<file path="src/rtl/demux8_if.sv">
// Bit-collector bus: upstream bit offers (in_*) and the assembled-word
// handshake (out_*). dbg_state mirrors the collector FSM for observation.
//
// Handshake rules: a bit transfers on a rising edge where in_valid && in_ready;
// a word transfers on a rising edge where out_valid && out_ready. A source may
// raise valid without waiting for ready; a sink may raise ready at any time.
interface demux8_if;
  logic       in_valid;
  logic       in_bit;
  logic [2:0] in_sel;
  logic       in_last;
  logic       in_ready;
  logic       out_valid;
  logic [7:0] out_data;
  logic [7:0] out_mask;
  logic       out_ready;
  logic       dbg_state;

  // Upstream bit source and downstream word sink, seen from outside the block.
  modport master (
    output in_valid, in_bit, in_sel, in_last, out_ready,
    input  in_ready, out_valid, out_data, out_mask, dbg_state
  );

  // The collector itself.
  modport slave (
    input  in_valid, in_bit, in_sel, in_last, out_ready,
    output in_ready, out_valid, out_data, out_mask, dbg_state
  );
endinterface

</file>
<file path="src/rtl/demux8_collector.sv">
// demux8_collector: steers single bits into positions of an 8-bit word and
// presents the word once it is full or closed early by in_last.
//
// Optional feature (macro DEMUX8_AUTO_SEL_EN): in_sel is ignored and an
// internal 3-bit position counter picks the destination, advancing once per
// accepted bit and restarting at 0 whenever a word closes or on reset.
//
// Two states: COLLECT accepts bits (in_ready=1); HOLD presents the word
// (out_valid=1) until out_ready is seen. Handshake flags are decoded straight
// from the state register, so reset clears them without waiting for a clock.
module demux8_collector (
  input  logic    clk,
  input  logic    rst_n,
  demux8_if.slave bus
);

  typedef enum logic {
    COLLECT = 1'b0,
    HOLD    = 1'b1
  } state_t;

  state_t     state_q, state_d;
  logic [7:0] data_q, data_d;
  logic [7:0] mask_q, mask_d;
  logic [2:0] dest;
  logic       accept;

  assign accept = (state_q == COLLECT) && bus.in_valid;

`ifdef DEMUX8_AUTO_SEL_EN
  logic [2:0] pos_q, pos_d;

  assign dest = pos_q;

  // Position counter: next slot after each accepted bit, back to 0 when the word closes.
  always_comb begin
    pos_d = pos_q;
    if (accept) begin
      if (state_d == HOLD) begin
        pos_d = 3'd0;
      end else begin
        pos_d = pos_q + 3'd1;
      end
    end
  end

  // Position counter register.
  always_ff @(posedge clk or negedge rst_n) begin
    if (!rst_n) begin
      pos_q <= 3'd0;
    end else begin
      pos_q <= pos_d;
    end
  end
`else
  assign dest = bus.in_sel;
`endif

  // Next-state and word update: write bits while collecting, clear on hand-off.
  always_comb begin
    state_d = state_q;
    data_d  = data_q;
    mask_d  = mask_q;
    case (state_q)
      COLLECT: begin
        if (accept) begin
          data_d[dest] = bus.in_bit;
          mask_d[dest] = 1'b1;
          // The word closes on an explicit last bit or once every slot is written.
          if (bus.in_last || (mask_d == 8'hFF)) begin
            state_d = HOLD;
          end
        end
      end
      HOLD: begin
        // Inputs are ignored here; only the downstream take releases the word.
        if (bus.out_ready) begin
          data_d  = 8'h00;
          mask_d  = 8'h00;
          state_d = COLLECT;
        end
      end
      default: begin
        state_d = COLLECT;
      end
    endcase
  end

  // State and word registers; reset drops any partial or held word.
  always_ff @(posedge clk or negedge rst_n) begin
    if (!rst_n) begin
      state_q <= COLLECT;
      data_q  <= 8'h00;
      mask_q  <= 8'h00;
    end else begin
      state_q <= state_d;
      data_q  <= data_d;
      mask_q  <= mask_d;
    end
  end

  assign bus.in_ready  = (state_q == COLLECT);
  assign bus.out_valid = (state_q == HOLD);
  assign bus.out_data  = data_q;
  assign bus.out_mask  = mask_q;
  assign bus.dbg_state = state_q;

endmodule

</file>
<file path="src/flat_wrapper.sv">
// flat-port wrapper written by rule: the top's interface ports become plain ports
module demux8_collector_flat 
  (clk, rst_n, bus_in_valid, bus_in_bit, bus_in_sel, bus_in_last, bus_out_ready, bus_in_ready, bus_out_valid, bus_out_data, bus_out_mask, bus_dbg_state);
  demux8_if bus_i ();
  input  logic clk;
  input  logic rst_n;
  input wire logic [$bits(bus_i.in_valid)-1:0] bus_in_valid;
  input wire logic [$bits(bus_i.in_bit)-1:0] bus_in_bit;
  input wire logic [$bits(bus_i.in_sel)-1:0] bus_in_sel;
  input wire logic [$bits(bus_i.in_last)-1:0] bus_in_last;
  input wire logic [$bits(bus_i.out_ready)-1:0] bus_out_ready;
  output wire logic [$bits(bus_i.in_ready)-1:0] bus_in_ready;
  output wire logic [$bits(bus_i.out_valid)-1:0] bus_out_valid;
  output wire logic [$bits(bus_i.out_data)-1:0] bus_out_data;
  output wire logic [$bits(bus_i.out_mask)-1:0] bus_out_mask;
  output wire logic [$bits(bus_i.dbg_state)-1:0] bus_dbg_state;
  assign bus_i.in_valid = bus_in_valid;
  assign bus_i.in_bit = bus_in_bit;
  assign bus_i.in_sel = bus_in_sel;
  assign bus_i.in_last = bus_in_last;
  assign bus_i.out_ready = bus_out_ready;
  assign bus_in_ready = bus_i.in_ready;
  assign bus_out_valid = bus_i.out_valid;
  assign bus_out_data = bus_i.out_data;
  assign bus_out_mask = bus_i.out_mask;
  assign bus_dbg_state = bus_i.dbg_state;
  demux8_collector u_core (.clk(clk), .rst_n(rst_n), .bus(bus_i));
endmodule
</file>
<file path="config.mk">
export PLATFORM = sky130hd
export DESIGN_NAME = demux8_collector_flat
export DESIGN_NICKNAME = d
export VERILOG_FILES = /design/src/rtl/demux8_if.sv /design/src/rtl/demux8_collector.sv /design/src/flat_wrapper.sv
export SDC_FILE = /design/constraint.sdc
export NUM_CORES = 1
export LEC_CHECK = 0
export CAP_MARGIN = 20
export CORE_MARGIN = 3
export CORE_UTILIZATION = 44
export DETAILED_ROUTE_END_ITERATION = 8
export PLACE_DENSITY = 0.77
export SKIP_LAST_GASP = 1
export SLEW_MARGIN = 5
export SYNTH_ARGS = -nofsm -noshare
export SYNTH_HDL_FRONTEND = slang
export SYNTH_SLANG_ARGS = --single-unit
</file>
<file path="constraint.sdc">
create_clock -name clk -period 1.9 [get_ports clk]
set_input_delay 0.285 -clock clk [delete_from_list [all_inputs] [get_ports clk]]
set_output_delay 0.285 -clock clk [all_outputs]
set_load 0.01 [all_outputs]
</file>
==> results.json <==
{
  "grt_pass1_wl_mm": 3.670,
  "post_synth_num_cell_types": 23,
  "fin_crit_ns": 1.684,
  "switchingPower_mw": 0.2996,
  "fp-row-count": 15,
  "post-route-util": 0.6723,
  "cap_violations": 0,
  "first_pass_iters": 4,
  "yosysWarnings": 0,
  "final_cell_mix": "clkdlybuf4s50_1 (27), dfrtp_1 (17), nand2_1 (13)",
  "synth_cells": 91,
  "die_h_um": 49.94,
  "wl_mm": 2.051,
  "vias_per_cell": 5.311,
  "antenna_found_initial": 0,
  "worstPathArrival_ns": 1.40,
  "combPwrFrac": 0.320,
  "num_antenna_cells": 0,
  "p_int_mw": 0.6653,
  "grt_overflow_total": 0,
  "max_freq_ghz": 0.5939,
  "synth-simple-area-share": 0.2680,
  "slew_viol_final": 0,
  "synth_top_family_by_area": "simple AND/OR/NAND/NOR gates",
  "max-slew-margin-rel": 0.7653,
  "placedCellCount": 144,
  "finalNetCount": 133,
  "synth_compound_area_frac": 0.1664,
  "finalWeightedCongestion": 0.7973,
  "clock_latency_ns": 0.29,
  "core_um2": 1783,
  "ios": 28,
  "power_frac_seq": 0.476,
  "cts-root-buf": "clkbuf_4",
  "initial_core_util": 0.4765,
  "hold_buffers": 0,
  "postCtsSetupRepairBufs": 0,
  "clk_path_buf_depth": 2,
  "end_kind": "output pin",
  "peakVddDrop_uv": 520.8,
  "power_mw": 0.9649,
  "dieArea_um2": 2494,
  "die_x_um": 49.94,
  "min_path_type": "input pin to asynchronous set/reset pin",
  "final_common_cell": "clkdlybuf4s50_1",
  "worstPathRequired_ns": 1.62,
  "switching_share": 0.3105,
  "crit_type": "register to output pin",
  "syn-num-nets": 100,
  "synth-xor-area-share": 0,
  "nFillCells": 149,
  "port_buffers": 27,
  "grt_pass1_vias": 781,
  "setup_tns_ns": 0,
  "synth_edf_count": 0,
  "synth.avg_cell_area_um2": 9.336,
  "cts_tree": "built",
  "synth_fa_ha_area_frac": 0,
  "numCtsBuffers": 3,
  "drc_errors": 0,
  "postRouteAntennaNets": 0,
  "final-hold-violation-count": 0,
  "ys_ff_latch": 17,
  "grt_max_degree": 18,
  "fin_skew_ns": 0.001913,
  "power.density_nw_per_um2": 805.0,
  "holdWs_ns": 0.2995,
  "finalNonFillerCells": 148,
  "path_max_fanout": 7,
  "wire_per_inst_um": 13.86,
  "ys_seq_area_frac": 0.5007,
  "post_cts_resized": 0,
  "muxShareOfSynthArea": 0.02356,
  "leakage_nw": 0.5567,
  "worstRegToRegCells": 5,
  "clock_sinks": 17,
  "setup.worst_path.start_class": "register",
  "area_growth_pct": 41.09,
  "power.share.clock": 0.204,
  "async_flop_share": 1.000,
  "synth_area_um2": 849.6,
  "status": "completed",
  "grt_usage": 0.1910,
  "drive_gt1_frac": 0.08943,
  "cts.htree.levels": 1,
  "synth-main-ff-cell": "dfrtp_1",
  "clk_pin_slew_worst_paths_ns": 0.09,
  "tightest_slew_ns": 0.3493,
  "setup_violations": 0,
  "rsz0062_at_grt": "false",
  "drtIter0Drc": 25,
  "fin_crit_sh": 0.8863,
  "vias": 786,
  "place_hpwl_mm": 1.548
}
## per-stage QoR
| step | worst slack, ns | cell area [um^2] |
|---|---|---|
| floorplan | 0.4737 | 849.6 |
| global placement | 0.1499 | 1172 |
| detailed placement | 0.1204 | 1172 |
| CTS | 0.2169 | 1199 |
| global route | 0.1429 | 1199 |
| finish | 0.2161 | 1199 |
## power groups by stage
stage	logic [mW]	clock network (mW)	registers, mW
global placement	0.304	0	0.465
finish	0.309	0.197	0.460
global route	0.335	0.214	0.469
floorplan	0.114	0	0.480
CTS	0.312	0.193	0.459
detailed placement	0.310	0	0.466
## critical path: stages (launching register included)
cell             delay [ns]
dfrtp_1                0.45
inv_1                  0.11
clkdlybuf4s50_1        0.54
## final cells by class
type / instances / area [um^2] / share of cell area
flip-flops and latches: 17 / 425.4 / 0.3549
multi-input cells: 67 / 389.1 / 0.3246
repair buffers: 34 / 322.8 / 0.2693
well taps: 25 / 31.28 / 0.02610
clock buffers: 4 / 26.28 / 0.02192
inverters: 1 / 3.754 / 0.003132
## registers in the layout (all words and copies together) (netlist names)
register,cells
u_core.bus.out_mask,8
u_core.bus.dbg_state,1
u_core.bus.out_data,8
## cell usage after synthesis (all sizes together) (2+ instances only)
cell type	count	area share
or3b	2	0.021
nand3	3	0.018
buf	6	0.037
nand3b	3	0.027
nand2b	2	0.015
mux2i	2	0.024
nor3	2	0.025
nand4b	2	0.021
dfrtp	17	0.50
nor2	8	0.035
a21oi	8	0.047
nand4	2	0.015
nand2	13	0.057
o21ai	7	0.041
and2	3	0.022
a21o	8	0.071
## cell families (layout without fill, tap and decap cells)
kind of cell	count (synthesis)	in the layout
simple gates	41	41
flops	17	17
mux	2	2
buf+inv	7	39
compound gates	24	24
## routing by layer
layer,vias up,wire [um],global-route usage
li1,384,-,-
met5,-,0,0
met1,373,964,0.2543
met2,24,946,0.3018
met3,5,96,0.03021
met4,0,44,0.08756
## final timing paths
kind | start | to | slack (ns)
worst max-delay path | u_core.bus.dbg_state$_DFF_PN0_ | bus_in_ready | 0.22
worst min-delay path | rst_n | u_core.bus.out_mask[3]$_DFFE_PN0P_ | 0.30
worst max register to register | u_core.bus.dbg_state$_DFF_PN0_ | u_core.bus.out_data[2]$_DFFE_PN0P_ | 0.42
worst min register to register | u_core.bus.out_data[0]$_DFFE_PN0P_ | u_core.bus.out_data[0]$_DFFE_PN0P_ | 0.53
max in group asynchronous | rst_n | u_core.bus.out_data[3]$_DFFE_PN0P_ | 1.42
min in group clk | u_core.bus.out_data[0]$_DFFE_PN0P_ | u_core.bus.out_data[0]$_DFFE_PN0P_ | 0.53
Power figures use the tool's default switching activity.
